[config.mk]
export PLATFORM = sky130hd
export DESIGN_NAME = hwpe_stream_fence_buffered
export DESIGN_NICKNAME = d
export VERILOG_FILES = /design/src/rtl/hwpe_stream_fence_buffered.sv
export SDC_FILE = /design/constraint.sdc
export NUM_CORES = 1
export LEC_CHECK = 0
export CELL_PAD_IN_SITES_DETAIL_PLACEMENT = 0
export CELL_PAD_IN_SITES_GLOBAL_PLACEMENT = 1
export CORE_UTILIZATION = 47
export DETAILED_ROUTE_END_ITERATION = 12
export HOLD_SLACK_MARGIN = 0.06
export MAX_ROUTING_LAYER = met4
export PLACE_DENSITY = 0.85
export SLEW_MARGIN = 20
export SYNTH_ARGS = -nofsm -noshare
export SYNTH_HDL_FRONTEND = slang
export SYNTH_HIERARCHICAL = 1
export SYNTH_SLANG_ARGS = --single-unit
[constraint.sdc]
create_clock -name clk_i -period 3.65 [get_ports clk_i]
set_input_delay 0.5475 -clock clk_i [delete_from_list [all_inputs] [get_ports clk_i]]
set_output_delay 0.5475 -clock clk_i [all_outputs]
set_load 0.03 [all_outputs]
[src/rtl/hwpe_stream_fence_buffered.sv]
// Purpose: joins NB_STREAMS independently buffered input lanes into one lockstep output beat, with a runtime lane mask and perf counters.
// Latency: 1 cycle minimum from a push edge to the pop beat (no push->pop bypass); each lane buffers DEPTH words.
// Backpressure: push_ready_o[i] = lane FIFO not full (state only); a stalled output beat holds valid/data/strb and the mask.
//
// Ports: clk_i/rst_i (async active-high) / clear_i (sync clear); enable_mask_i lane enables;
//        push_valid_i/push_data_i/push_strb_i/push_ready_o per-lane input streams;
//        pop_valid_o/pop_data_o/pop_strb_o/pop_ready_i joined output stream; fire_cnt_o/skew_cnt_o status.

// Generic lane FIFO: stores one {strb,data} word per entry.
// Latency: a word written at edge N is at the head in cycle N+1.
// Backpressure: full_o asserted at DEPTH entries; pushes while full are dropped, no same-cycle bypass.
module hwpe_stream_fence_fifo #(
    parameter int unsigned WIDTH = 36,
    parameter int unsigned DEPTH = 4
) (
    input  logic             clk_i,
    input  logic             rst_i,
    input  logic             clear_i,
    input  logic             push_i,
    input  logic [WIDTH-1:0] din_i,
    input  logic             pop_i,
    output logic [WIDTH-1:0] head_o,
    output logic             full_o,
    output logic             empty_o
);
    localparam int unsigned AW = $clog2(DEPTH);

    logic [WIDTH-1:0] mem [DEPTH];
    logic [AW-1:0]    wr_ptr;
    logic [AW-1:0]    rd_ptr;
    logic [AW:0]      cnt;
    logic             do_push;
    logic             do_pop;

    assign full_o  = (cnt == (AW+1)'(DEPTH));
    assign empty_o = (cnt == '0);
    assign do_push = push_i & ~full_o;
    assign do_pop  = pop_i & ~empty_o;
    assign head_o  = mem[rd_ptr];

    // Pointers wrap naturally because DEPTH is a power of two.
    always_ff @(posedge clk_i or posedge rst_i) begin
        if (rst_i) begin
            wr_ptr <= '0;
            rd_ptr <= '0;
            cnt    <= '0;
        end else if (clear_i) begin
            wr_ptr <= '0;
            rd_ptr <= '0;
            cnt    <= '0;
        end else begin
            if (do_push) wr_ptr <= wr_ptr + 1'b1;
            if (do_pop)  rd_ptr <= rd_ptr + 1'b1;
            cnt <= cnt + {{AW{1'b0}}, do_push} - {{AW{1'b0}}, do_pop};
        end
    end

    // Storage needs no reset: the head is only exposed when the FIFO is non-empty.
    always_ff @(posedge clk_i) begin
        if (do_push && !clear_i) mem[wr_ptr] <= din_i;
    end
endmodule

module hwpe_stream_fence_buffered #(
    parameter int unsigned NB_STREAMS = 2,
    parameter int unsigned DATA_WIDTH = 32,
    parameter int unsigned DEPTH      = 4,
    parameter int unsigned CNT_WIDTH  = 8
) (
    input  logic                             clk_i,
    input  logic                             rst_i,
    input  logic                             clear_i,
    input  logic [NB_STREAMS-1:0]            enable_mask_i,
    input  logic [NB_STREAMS-1:0]            push_valid_i,
    input  logic [NB_STREAMS*DATA_WIDTH-1:0] push_data_i,
    input  logic [NB_STREAMS*DATA_WIDTH/8-1:0] push_strb_i,
    output logic [NB_STREAMS-1:0]            push_ready_o,
    output logic                             pop_valid_o,
    output logic [NB_STREAMS*DATA_WIDTH-1:0] pop_data_o,
    output logic [NB_STREAMS*DATA_WIDTH/8-1:0] pop_strb_o,
    input  logic                             pop_ready_i,
    output logic [CNT_WIDTH-1:0]             fire_cnt_o,
    output logic [CNT_WIDTH-1:0]             skew_cnt_o
);
    localparam int unsigned SW = DATA_WIDTH / 8;
    localparam int unsigned LW = DATA_WIDTH + SW;

    logic [NB_STREAMS-1:0] mask_q;
    logic [NB_STREAMS-1:0] full;
    logic [NB_STREAMS-1:0] empty;
    logic [NB_STREAMS-1:0] lane_pop;
    logic [LW-1:0]         head [NB_STREAMS];
    logic                  fire;
    logic                  any_lane_vld;
    logic                  any_lane_empty;
    logic                  skew;

    assign fire           = pop_valid_o & pop_ready_i;
    assign any_lane_vld   = |(mask_q & ~empty);
    assign any_lane_empty = |(mask_q & empty);
    // Fence passes when at least one lane is enabled and no enabled lane is starved.
    assign pop_valid_o    = (|mask_q) & ~any_lane_empty;
    assign skew           = any_lane_vld & any_lane_empty;
    assign push_ready_o   = ~full;

    for (genvar i = 0; i < NB_STREAMS; i++) begin : g_lane
        // Disabled lanes are never popped, so their contents survive until re-enabled.
        assign lane_pop[i] = fire & mask_q[i];

        hwpe_stream_fence_fifo #(
            .WIDTH (LW),
            .DEPTH (DEPTH)
        ) i_fifo (
            .clk_i   (clk_i),
            .rst_i   (rst_i),
            .clear_i (clear_i),
            .push_i  (push_valid_i[i]),
            .din_i   ({push_strb_i[i*SW +: SW], push_data_i[i*DATA_WIDTH +: DATA_WIDTH]}),
            .pop_i   (lane_pop[i]),
            .head_o  (head[i]),
            .full_o  (full[i]),
            .empty_o (empty[i])
        );

        // Zero a lane when disabled or empty so idle/reset outputs are clean.
        assign pop_data_o[i*DATA_WIDTH +: DATA_WIDTH] =
            (mask_q[i] & ~empty[i]) ? head[i][DATA_WIDTH-1:0] : '0;
        assign pop_strb_o[i*SW +: SW] =
            (mask_q[i] & ~empty[i]) ? head[i][LW-1:DATA_WIDTH] : '0;
    end

    always_ff @(posedge clk_i or posedge rst_i) begin
        if (rst_i) begin
            mask_q     <= '1;
            fire_cnt_o <= '0;
            skew_cnt_o <= '0;
        end else if (clear_i) begin
            mask_q     <= enable_mask_i;
            fire_cnt_o <= '0;
            skew_cnt_o <= '0;
        end else begin
            // Freeze the mask while a beat is stalled so the offered beat cannot change.
            if (!(pop_valid_o && !pop_ready_i)) mask_q <= enable_mask_i;
            if (fire) fire_cnt_o <= fire_cnt_o + 1'b1;
            if (skew && (skew_cnt_o != '1)) skew_cnt_o <= skew_cnt_o + 1'b1;
        end
    end
endmodule

* Word-level counts from Yosys, hierarchy flattened *
Memories as Yosys holds them, arrays and structs flattened.
Cells that the tools add are included.

word-level totals
  register bits = 32
  bits in latches = 0
  RAM bits = 288
  memory bits (read-only) = 0
  input bits = 80
  output and inout bits = 91
  memories = 2

cells by class
  add/subtract/negate cells = 10
  multipliers = 0
  divide/modulo/power cells = 0
  order comparisons = 0
  equal/unequal tests = 4
  shift operators = 0
  mux-type cells = 24
  bitwise logic cells = 20
  reductions and logical operators = 17

memory list
  name                  words  bits a word  rd ports  clocked after memory_dff  wr ports  RTL line  source
  g_lane[0].i_fifo.mem  4      36           1         0                         1         28        logic [WIDTH-1:0] mem [DEPTH];
  g_lane[1].i_fifo.mem  4      36           1         0                         1         28

operators by type and width
  cell                                          count
  2-to-1 mux 32 bit                             2
  2-to-1 mux 8 bit                              4
  2-to-1 mux 2 bit                              10
  adder 8 x 1 -> 8 bit (second input constant)  2
  nonzero test 2 bit                            6
  AND 1 bit                                     11
  adder 2 x 1 -> 2 bit (second input constant)  4
  2-to-1 mux 4 bit                              2
  != test 8 bit (second input constant)         1
  adder 3 x 1 -> 3 bit                          2
  equality test 3 bit (second input constant)   2
  logical NOT 3 bit                             2
  2-to-1 mux 3 bit                              2
  OR reduction 2 bit                            3
  subtractor 3 x 1 -> 3 bit                     2
  inverter 1 bit                                5
  AND 2 bit                                     2
  logical AND 1 bit                             4
  2-to-1 mux 1 bit                              4
  inverter 2 bit                                2
  logical NOT 1 bit                             2
  != test 2 bit (second input constant)         1

* Depth between registers and ports, before layout *
Gate-level depths: netlist (run 1).

  word-level depth = 10
  mapped depth = 12
  gate-level depth less buffers = 12

* Modules after synthesis *
Netlist (run 1), hierarchy kept.

modules (own cells, without submodules)
  module                      times used  cells an instance  area each (um^2)  seq. area each (um^2)
  hwpe_stream_fence_fifo      2           237                5674.2            4499.3
  hwpe_stream_fence_buffered  1           184                1531.5            452.9

* Worst setup path after synthesis (run 1) *
OpenSTA, ideal clock, no wires.

  path kind = register to register
  from = register g_lane[1].i_fifo.cnt[1]
  to = register g_lane[0].i_fifo.cnt[2]
  setup time = 129 ps
  arrival = 2741 ps
  data required time = 3521 ps
  setup slack = 780 ps
  stages on the path, launching flop included = 13
  buffers on the path = 0
  path through = dfrtp_1 -> nor3_1 -> a22oi_4 -> and3_2 -> o31ai_1 -> inv_1 -> ha_1 -> inv_1 -> ha_1 -> inv_1 -> fa_1 -> xnor2_1 -> nor2_1

on the way
  word-level cells in the longest chain between the ends = 10

ends and longest elaborated chain
  what                       RTL line  source
  start, declared            31        logic [AW:0] cnt;
  start signal, assigned     54        cnt <= cnt + {{AW{1'b0}}, do_push} - {{AW{1'b0}}, do_pop};
  logical NOT 3 bit          36        assign empty_o = (cnt == '0);
  named net empty[1]         90        logic [NB_STREAMS-1:0] empty;
  AND 2 bit                  100       assign any_lane_empty = |(mask_q & empty);
  OR reduction 2 bit         100
  inverter 1 bit             102       assign pop_valid_o = (|mask_q) & ~any_lane_empty;
  AND 1 bit                  102
  AND 1 bit                  98        assign fire = pop_valid_o & pop_ready_i;
  AND 1 bit                  108       assign lane_pop[i] = fire & mask_q[i];
  named net lane_pop[0]      91        logic [NB_STREAMS-1:0] lane_pop;
  AND 1 bit                  38        assign do_pop = pop_i & ~empty_o;
  subtractor 3 x 1 -> 3 bit  54
  2-to-1 mux 3 bit           47        end else if (clear_i) begin
  end signal, assigned       54
  end, declared              31

The timed path passes the listed nets, and every way through them passes these cells.
A chain may end at the register's enable or synchronous reset.

==> run summary, run 1 <==
Status - complete, no violations
Antenna cells - 0
Grt ovf - 0
Crit path largest cell delay - 0.68 ns
Main combinational cell family by area after synthesis - multiplexers
Tmin final - 3.32 ns
Routed WL - 24100 um
Net Count, Synth - 754
Worst-Skew Late Latency - 0.50 ns
CTS Buf Count - 35
Die area - 0.0281 mm2
Fillers - 1958
Clk_skew - 0.0203 ns
Layout Nets - 953
Row Count - 60
DRT iter0 DRCs - 444
Root Buffer - clkbuf_16
Worst Hold Class - input port to async pin
Compound-Gate Fraction of Synth Area - 1.54%
Pleak - 5.41 nW
Required time at the worst-slack endpoint - 3.10 ns
CTS tree - yes
Max-Cap Viols - 0
DRC violations left - 0
Rel. slew slack - 35.6%
R2r startpoint - g_lane[0].i_fifo/cnt[1]$_DFF_PP0_
Worst-path fanout max - 14
Crit end category - primary output
Slowest CP cell - dfrtp_2
DP Worst Slack - 0.793 ns
# clock sinks - 320
Post-synthesis adder-cell area fraction - 1.67%
Routability congestion estimate - 0.746
Final ANT Viol Nets - 0
Crit path launch type - register
Post-Syn Area - 0.0129 mm2
Power Dens Cells - 611 mW/mm2
Longest Clk Path Bufs - 3
Final worst setup slack - 0.332 ns
VDD IR-drop max - 0.587 mV
Setup crit end - pop_data_o[54]
Post-synth EDFFs - 288
Setup violators final - 0
DP Area - 0.0150 mm2
Die width - 168 um
Post-CTS Setup Bufs - 0
Vias - 6535
# IOs - 171
Drt pass-1 iters - 5
Initial antenna violation count - 0
Total Power - 9.82 mW
Final TNS setup - 0 ns
HPWL Detailed - 15100 um
Die Ht - 168 um
Arrival time at the worst endpoint - 2.77 ns
Cts hold-fix bufs - 0
Mux cell area share after synthesis - 13.3%
Crit path cell chain - buf_4, mux4_2, and2_1, clkdlybuf4s50_1
Ys Warns - 6
Critical Path Source - g_lane[1].i_fifo/rd_ptr[0]$_DFFE_PP0P_
R2R depth - 13
Mean Syn Cell Area - 19.6 um2
Largest net degree at the start of global routing - 39
RSZ-0062 raised after global routing - no
GRT Total Usage - 18.4%
Register clock-pin slew on the reported worst setup and hold paths - 0.06 ns
Top_reg_cell synth - edfxtp_1
CTS H-tree lvls - 2
Final instance area - 0.0161 mm2
RR Endpoint - g_lane[0].i_fifo/cnt[2]$_DFF_PP0_
# port buffers - 170
Yosys cell types - 51
Resize count post-CTS - 0
WL per Instance - 19.7 um
Flop2flop setup slack - 0.79 ns
Vias in the first global route - 6961
Sequential share of the synthesized area - 73.4%
Simple-Gate Fraction of Synth Area - 7.20%
XOR/XNOR share of the synthesized area - 0.816%
Async set-reset flop share out of synthesis - 10.0%
Share of cells above drive strength 1 - 18.0%
#FFs+latches synth - 320
Mapped Cells - 658
Initial Util - 47.8%
Final worst path period share - 90.9%
Via/cell ratio - 5.36
Slew Limit Fails - 0
Peak Freq - 301 MHz
Final hold violation count - 0
Worst-margin pin slew - 0.965 ns
Area Growth Syn to Fin - 24.9%
Global-route wire length before repair - 38300 um
Crit Path Class - register to primary output
Core Area - 0.0270 mm2
[critical path, delay by kind of cell, from the launching register on]
kind | cells | cell delay, ns
buffers and inverters | 2 | 0.90
flip-flops | 1 | 0.68
multiplexers | 1 | 0.51
AND/OR/NAND/NOR | 1 | 0.15
[kinds of logic after synthesis]
group,after synthesis
buf+inv,47
flops,320
fa+ha+maj,16
compound gates,28
mux,80
simple gates,155
xor+xnor,12
[registers in the layout, summed over array words and instances, names as in the netlist]
| signal | count |
|---|---|
| g_lane.i_fifo/wr_ptr | 4 |
| g_lane.i_fifo/rd_ptr | 4 |
| skew_cnt_o | 8 |
| fire_cnt_o | 8 |
| mask_q | 2 |
| g_lane.i_fifo/mem | 288 |
| g_lane.i_fifo/cnt | 6 |
[Yosys cell counts (4+ instances only)]
library cell	instances	share of area (%)
edfxtp_1	288	67
and2_1	80	3.9
mux4_2	70	12
dfrtp_1	30	5.8
inv_1	21	0.61
nor2_1	18	0.52
ha_1	14	1.4
buf_2	10	0.39
nand2_1	10	0.29
xor2_1	9	0.61
clkbuf_1	8	0.23
a21oi_1	7	0.27
nand3_1	6	0.23
o21ai_0	6	0.23
buf_6	5	0.44
mux2i_1	5	0.39
nand4_1	5	0.24
nor2b_1	5	0.24
nor3_1	5	0.19
nand2b_1	4	0.19
o31ai_1	4	0.23
or3_1	4	0.19
[through the flow]
step / instances / hold slack, ns / utilization [%]
final: 1219 / 0.363 / 59.7
after floorplan: 658 / 0.351 / -
after global routing: 1219 / 0.401 / 59.7
after CTS: 1219 / 0.367 / 59.7
after global placement: 1161 / 0.537 / 55.7
after detailed placement: 1161 / 0.550 / 55.7
[how the worst min path moves through the flow]
stage	from	endpoint	slack [ns]	depth (start not counted)
floorplan	rst_i	g_lane[0].i_fifo/cnt[0]$_DFF_PP0_	0.35	1
global placement	skew_cnt_o[7]$_DFFE_PP0P_	skew_cnt_o[7]$_DFFE_PP0P_	0.54	1
detailed placement	skew_cnt_o[7]$_DFFE_PP0P_	skew_cnt_o[7]$_DFFE_PP0P_	0.55	1
CTS	rst_i	g_lane[1].i_fifo/wr_ptr[0]$_DFFE_PP0P_	0.37	2
global route	rst_i	g_lane[1].i_fifo/wr_ptr[0]$_DFFE_PP0P_	0.40	2
finish	rst_i	g_lane[1].i_fifo/wr_ptr[0]$_DFFE_PP0P_	0.36	2
[final cells by class]
cell class	instances	area, um2	share of cell area (%)
Clock buffer	46	970	6.03
Clock inverter	12	95.1	0.591
Inverter	21	78.8	0.490
Multi-Input combinational cell	291	3170	19.7
Sequential cell	320	9460	58.8
Tap cell	341	427	2.65
Timing Repair Buffer	188	1890	11.7
[where the power goes]
group	leakage, nW	internal (mW)	switching, mW
Clock	0.516	1.93	1.30
Sequential	3.04	4.21	0.127
Combinational	1.85	1.02	1.24
Total	5.41	7.16	2.66
[per-layer routing]
layer / global-route usage (%) / vias to the layer above / wire (um) / part of all wire, %
met5: - / - / 0 / 0
met4: 5.11 / 0 / 430 / 1.8
met3: 4.07 / 35 / 1610 / 6.7
met2: 31.0 / 186 / 12000 / 50
met1: 22.6 / 3329 / 10000 / 42
li1: - / 2985 / - / -
[layout by cell type (no fill, tap or decap), types with 3 or more instances in the layout]
cell type / netlist / routed
a21oi_1: 7 / 7
and2_1: 80 / 72
and2_2: 1 / 9
and3_1: 3 / 3
buf_12: 2 / 4
buf_4: 0 / 14
clkbuf_1: 8 / 8
clkbuf_16: 0 / 37
clkdlybuf4s50_1: 0 / 170
clkinv_1: 0 / 6
dfrtp_1: 30 / 26
dfrtp_2: 0 / 4
edfxtp_1: 288 / 288
ha_1: 14 / 14
inv_1: 21 / 21
mux2_2: 3 / 3
mux2i_1: 5 / 5
mux4_2: 70 / 70
nand2_1: 10 / 10
nand2b_1: 4 / 4
nand3_1: 6 / 6
nand4_1: 5 / 5
nor2_1: 18 / 18
nor2b_1: 5 / 3
nor3_1: 5 / 5
o21ai_0: 6 / 6
o31ai_1: 4 / 4
or3_1: 4 / 4
or4_1: 3 / 3
xnor2_1: 3 / 3
xor2_1: 9 / 9
Note: power is estimated with default switching activity, not from simulation.
==> run 2, diff against run 1 <==
--- a/config.mk
+++ b/config.mk
@@ -7,6 +7,7 @@
 export LEC_CHECK = 0
 export CELL_PAD_IN_SITES_DETAIL_PLACEMENT = 0
 export CELL_PAD_IN_SITES_GLOBAL_PLACEMENT = 1
+export CORE_MARGIN = 1.5
 export CORE_UTILIZATION = 47
 export DETAILED_ROUTE_END_ITERATION = 12
 export HOLD_SLACK_MARGIN = 0.06
==> run 2 against run 1 <==
Effect of this change:
- combinational power about the same
- sequential power about the same
- first-iteration DRC count grew 5.0%
- clock power hardly changed
- utilization about the same
- global-route usage about the same
- sequential cell count did not move
- power fell by 0.23%
- die area grew 1.2%
- routed wire length increased by 2.5%
- non-clock buffer count rose by 1
- register-to-register slack improved by 0.24 ns
- largest cell class unchanged
==> run summary, run 2 (synthesis gave the netlist of run 1 again) <==
Initial antenna violation count - 0 (unchanged)
Post-CTS Setup Bufs - 0 (unchanged)
Area Growth Syn to Fin - 24.9% (about the same)
Required time at the worst-slack endpoint - 3.10 ns (about the same)
Slew Limit Fails - 0 (unchanged)
Most common cell after layout, fill and taps aside - edfxtp_1
Vias - 6574 (+0.60%)
Largest net degree at the start of global routing - 39 (unchanged)
GRT Total Usage - 18.5% (+0.040 points)
Final ANT Viol Nets - 0 (unchanged)
Die width - 169 um (+0.60%)
Total Power - 9.80 mW (-0.23%)
Grt ovf - 0 (unchanged)
Crit path launch type - register
Routed WL - 24700 um (+2.5%)
Cts hold-fix bufs - 0 (unchanged)
Drt pass-1 iters - 5 (unchanged)
Core Area - 0.0270 mm2 (unchanged)
Routability congestion estimate - 0.775 (+3.8%)
Peak Freq - 307 MHz (+2.0%)
Placed insts - 1162 (+0.086%)
RR Endpoint - g_lane[1].i_fifo/cnt[2]$_DFF_PP0_
# port buffers - 170 (unchanged)
Rel. slew slack - 36.4% (+0.74 points)
GR peak layer - met2
WL per Instance - 20.2 um (+2.1%)
Arrival time at the worst endpoint - 2.71 ns (-0.06 ns)
Longest Clk Path Bufs - 3 (unchanged)
Row Count - 60 (unchanged)
Vias in the first global route - 6928 (-0.47%)
Layout Nets - 953 (unchanged)
Met2 usage - 30.1% (-0.89 points)
Crit end category - primary output
CTS tree - yes
Largest reg by FF count - g_lane.i_fifo/mem
Biggest regs - g_lane.i_fifo/mem x288, fire_cnt_o x8, skew_cnt_o x8
Share of cells above drive strength 1 - 18.4% (+0.37 points)
Met3 Usage GRT - 4.12% (+0.050 points)
# clock sinks - 320 (unchanged)
Flop2flop setup slack - 1.03 ns (+0.24 ns)
Die area - 0.0284 mm2 (+1.2%)
Antenna cells - 0 (unchanged)
Layout Cells excl Fill - 1223 (+0.33%)
Worst-Skew Late Latency - 0.51 ns (about the same)
CTS Buf Count - 34 (-2.9%)
Most frequent cells in the layout - 288 x edfxtp_1, 170 x clkdlybuf4s50_1, 72 x and2_1
# IOs - 171 (unchanged)
DRT iter0 DRCs - 466 (+5.0%)
R2R depth - 13 (unchanged)
Register clock-pin slew on the reported worst setup and hold paths - 0.06 ns (about the same)
Fillers - 1933 (-1.3%)
Root Buffer - clkbuf_16
Via/cell ratio - 5.38 (+0.27%)
Resize count post-CTS - 0 (unchanged)
Pleak - 5.42 nW (+0.12%)
Crit Path Class - register to primary output
Status - complete, no violations
HPWL Detailed - 15100 um (+0.32%)
Worst-margin pin slew - 0.954 ns (-0.0112 ns)
Worst Hold Class - input port to async pin
CTS H-tree lvls - 2 (unchanged)
Met1 global-route usage - 23.9% (+1.3 points)
Max-Cap Viols - 0 (unchanged)
VDD IR-drop max - 0.519 mV (-12%)
Clk_skew - 0.0244 ns (+0.00416 ns)
Initial Util - 47.8% (unchanged)
Setup violators final - 0 (unchanged)
Final TNS setup - 0 ns (unchanged)
Worst-path fanout max - 38 (+24)
RSZ-0062 raised after global routing - no
Die Ht - 169 um (+0.60%)
Max reg flops - 288 (unchanged)
Final worst path period share - 89.1% (-1.8 points)
Global-route wire length before repair - 39000 um (+1.7%)
DRC violations left - 0 (unchanged)
Power Dens Cells - 609 mW/mm2 (-0.22%)
R2r startpoint - g_lane[1].i_fifo/cnt[1]$_DFF_PP0_
Final hold violation count - 0 (unchanged)
Tmin final - 3.25 ns (-0.0652 ns)
==> run 2: metal layers <==
layer | routed length (um) | vias to the layer above
li1 | - | 2997
met2 | 12000 | 208
met3 | 1650 | 40
met4 | 418 | 0
met5 | 0 | -
met1 | 10600 | 3329
==> run 2: layout make-up <==
cell class / count / area [um2] / area share, %
clock buffer: 42 / 881 / 5.48
multi-input combinational: 291 / 3170 / 19.7
inverter: 21 / 78.8 / 0.490
tap: 341 / 427 / 2.65
timing repair buffer: 189 / 1910 / 11.9
clock inverter: 19 / 164 / 1.02
sequential: 320 / 9460 / 58.8
==> run 2: worst max-delay path, stage by stage, from the launching register on <==
cell,delay [ns]
dfrtp_2,0.98
mux4_2,0.37
and2_1,0.12
clkdlybuf4s50_1,0.70
==> run 2: where the power goes <==
| part | switching (mW) | total [mW] | internal [mW] |
|---|---|---|---|
| sequential | 0.117 | 4.33 | 4.21 |
| combinational | 1.25 | 2.27 | 1.02 |
| clock | 1.33 | 3.20 | 1.87 |
==> run 2: how the worst max path moves through the flow <==
stage | startpoint | slack, ns | end
2_1_floorplan | g_lane[1].i_fifo/cnt[1]$_DFF_PP0_ | 0.78 | g_lane[0].i_fifo/cnt[2]$_DFF_PP0_
3_3_place_gp | pop_ready_i | 0.84 | g_lane[1].i_fifo/cnt[2]$_DFF_PP0_
3_5_place_dp | pop_ready_i | 0.81 | g_lane[1].i_fifo/cnt[2]$_DFF_PP0_
4_1_cts | g_lane[1].i_fifo/rd_ptr[1]$_DFFE_PP0P_ | 0.35 | pop_data_o[56]
5_1_grt | g_lane[0].i_fifo/cnt[1]$_DFF_PP0_ | 0.29 | pop_data_o[29]
6_report | g_lane[1].i_fifo/rd_ptr[1]$_DFFE_PP0P_ | 0.40 | pop_data_o[56]
==> run 2: metrics by stage <==
step / hold slack (ns) / setup slack (ns) / area (um2) / utilization (%)
4_1_cts: 0.374 / 0.349 / 16100 / 59.7
3_5_place_dp: 0.538 / 0.812 / 15000 / 55.8
3_3_place_gp: 0.534 / 0.844 / 15000 / 55.8
6_report: 0.374 / 0.397 / 16100 / 59.7
2_1_floorplan: 0.351 / 0.780 / 12900 / -
5_1_grt: 0.388 / 0.290 / 16100 / 59.7
==> run 3, diff against run 2 <==
--- a/config.mk
+++ b/config.mk
@@ -5,7 +5,7 @@
 export SDC_FILE = /design/constraint.sdc
 export NUM_CORES = 1
 export LEC_CHECK = 0
-export CELL_PAD_IN_SITES_DETAIL_PLACEMENT = 0
+export CELL_PAD_IN_SITES_DETAIL_PLACEMENT = 1
 export CELL_PAD_IN_SITES_GLOBAL_PLACEMENT = 1
 export CORE_MARGIN = 1.5
 export CORE_UTILIZATION = 47
==> run 3 against run 2 <==
Effect of this change:
- final cell count up 0.25%
- count of clock-buffer cells in the layout up 11
- global-route usage up 2.4 points
- utilization up 0.17 points
- non-clock buffer count unchanged
- worst hold slack better by 0.0058 ns
- combinational power up 2%
- critical path type unchanged
==> run summary, run 3 (synthesis gave the netlist of run 1 again) <==
Status - complete, no violations
Clk_skew - 0.0135 ns (-0.0109 ns)
CTS H-tree lvls - 2 (unchanged)
R2R depth - 13 (unchanged)
Share of cells above drive strength 1 - 17.9% (-0.49 points)
Total Power - 9.96 mW (+1.6%)
Final hold violation count - 0 (unchanged)
Cts hold-fix bufs - 0 (unchanged)
Crit path launch type - register
Rel. slew slack - 38.0% (+1.6 points)
Die width - 169 um (unchanged)
Crit path cell chain - mux4_2, and2_1, clkdlybuf4s50_1
Worst-margin pin slew - 0.931 ns (-0.0236 ns)
Drt pass-1 iters - 6 (+1)
Post-CTS Setup Bufs - 0 (unchanged)
Resize count post-CTS - 0 (unchanged)
Crit path largest cell delay - 0.98 ns (about the same)
# port buffers - 170 (unchanged)
Critical path depth - 3 (unchanged)
Longest Clk Path Bufs - 3 (unchanged)
Required time at the worst-slack endpoint - 3.10 ns (about the same)
Final TNS setup - 0 ns (unchanged)
Critical Path Source - g_lane[1].i_fifo/rd_ptr[1]$_DFFE_PP0P_
Crit path buf inv count - 1 (unchanged)
Most frequent cells in the layout - 288 x edfxtp_1, 170 x clkdlybuf4s50_1, 72 x and2_1
GRT Total Usage - 20.9% (+2.4 points)
Die area - 0.0284 mm2 (unchanged)
WL per Instance - 22.6 um (+12%)
Row Count - 60 (unchanged)
Biggest regs - g_lane.i_fifo/mem x288, fire_cnt_o x8, skew_cnt_o x8
Initial antenna violation count - 0 (unchanged)
Vias in the first global route - 7456 (+7.6%)
Worst path top cell family by delay - flip-flops
Crit Path Class - register to primary output
Slew Limit Fails - 0 (unchanged)
Routed WL - 27700 um (+12%)
Arrival time at the worst endpoint - 2.73 ns (+0.02 ns)
Final worst path period share - 89.8% (+0.70 points)
Largest net degree at the start of global routing - 39 (unchanged)
Max-Cap Viols - 0 (unchanged)
Worst-path fanout max - 38 (unchanged)
Final worst setup slack - 0.372 ns (-0.0254 ns)
Max reg flops - 288 (unchanged)
Root Buffer - clkbuf_16
Power Dens Cells - 617 mW/mm2 (+1.3%)
Slowest CP cell - dfrtp_2
Vias - 6679 (+1.6%)
Setup crit end - pop_data_o[58]
DP Area - 0.0150 mm2 (unchanged)
R2r startpoint - g_lane[0].i_fifo/cnt[1]$_DFF_PP0_
DRC violations left - 0 (unchanged)
Most common cell after layout, fill and taps aside - edfxtp_1
CTS tree - yes
VDD IR-drop max - 0.474 mV (-8.6%)
Final instance area - 0.0161 mm2 (+0.28%)
DP Worst Slack - 0.754 ns (-0.0581 ns)
# clock sinks - 320 (unchanged)
# IOs - 171 (unchanged)
DRT iter0 DRCs - 428 (-8.2%)
Layout Nets - 954 (+0.10%)
Core Area - 0.0270 mm2 (unchanged)
Worst Hold Class - input port to async pin
Worst-Skew Late Latency - 0.50 ns (about the same)
Area Growth Syn to Fin - 25.2%
Routability congestion estimate - 0.775 (unchanged)
Register clock-pin slew on the reported worst setup and hold paths - 0.06 ns (about the same)
Global-route wire length before repair - 43400 um (+12%)
RR Endpoint - g_lane[0].i_fifo/cnt[2]$_DFF_PP0_
Die Ht - 169 um (unchanged)
Tmin final - 3.28 ns (+0.0254 ns)
Setup violators final - 0 (unchanged)
Crit end category - primary output
Flop2flop setup slack - 0.88 ns (-0.15 ns)
CTS Buf Count - 35 (+2.9%)
Largest reg by FF count - g_lane.i_fifo/mem
Via/cell ratio - 5.45 (+1.3%)
Peak Freq - 305 MHz (-0.78%)
Initial Util - 47.8% (unchanged)
Pleak - 5.43 nW (+0.31%)
Final ANT Viol Nets - 0 (unchanged)
HPWL Detailed - 17600 um (+17%)
Grt ovf - 0 (unchanged)
RSZ-0062 raised after global routing - no
[run 3: cell types whose count changed in the layout (fill, tap and decap cells not counted), sizes merged]
| cell | before | now |
|---|---|---|
| clkbuf | 42 | 53 |
| clkinv | 14 | 8 |
| bufinv | 2 | 1 |
| clkinvlp | 1 | 0 |
| diode | 0 | 1 |
| inv | 23 | 22 |
[run 3: report_power, final]
part           total [mW]  internal (mW)  switching [mW]
Combinational        2.31           1.02            1.29
Clock                3.31           1.99            1.32
Sequential           4.34           4.21           0.129
[run 3: routing by layer]
layer  wire length [um]  global-route usage, %  share of wire, %
met1              11300                   25.8                41
met2              14300                   35.8                52
met3               1610                   4.00               5.8
met4                488                   5.43               1.8
met5                  0                      -                 0
[run 3: area by class of cell]
| class | count | area, um2 |
|---|---|---|
| well taps | 341 | 427 |
| repair buffers | 189 | 1910 |
| multi-input cells | 291 | 3170 |
| flip-flops and latches | 320 | 9460 |
| clock buffers | 53 | 1020 |
| inverters | 21 | 78.8 |
| fillers | 2338 | 10800 |
| diodes | 1 | 2.50 |
| clock inverters | 10 | 71.3 |
[run 3: how the worst min path moves through the flow]
stage | to | slack [ns]
finish | g_lane[0].i_fifo/cnt[2]$_DFF_PP0_ | 0.38
global route | g_lane[0].i_fifo/cnt[2]$_DFF_PP0_ | 0.41
floorplan | g_lane[0].i_fifo/cnt[0]$_DFF_PP0_ | 0.35
detailed placement | skew_cnt_o[7]$_DFFE_PP0P_ | 0.55
CTS | g_lane[0].i_fifo/cnt[2]$_DFF_PP0_ | 0.38
global placement | skew_cnt_o[7]$_DFFE_PP0P_ | 0.53
[run 3: worst register-to-register path: stages (launching register included)]
cell and delay, ns:
dfrtp_1 0.45, nor3_1 0.25, buf_4 0.21, a22oi_4 0.09
and3_2 0.26, o31ai_1 0.13, inv_1 0.09, ha_1 0.31
inv_1 0.07, ha_1 0.14, inv_1 0.05, fa_1 0.37
xnor2_1 0.17, nor2_1 0.06
[run 3: stage by stage]
step	utilization (%)	hold WS (ns)	instances
finish	59.9	0.379	1226
global route	59.8	0.414	1225
CTS	59.8	0.382	1225
detailed placement	55.8	0.547	1162
global placement	55.8	0.534	1162
floorplan	-	0.351	658
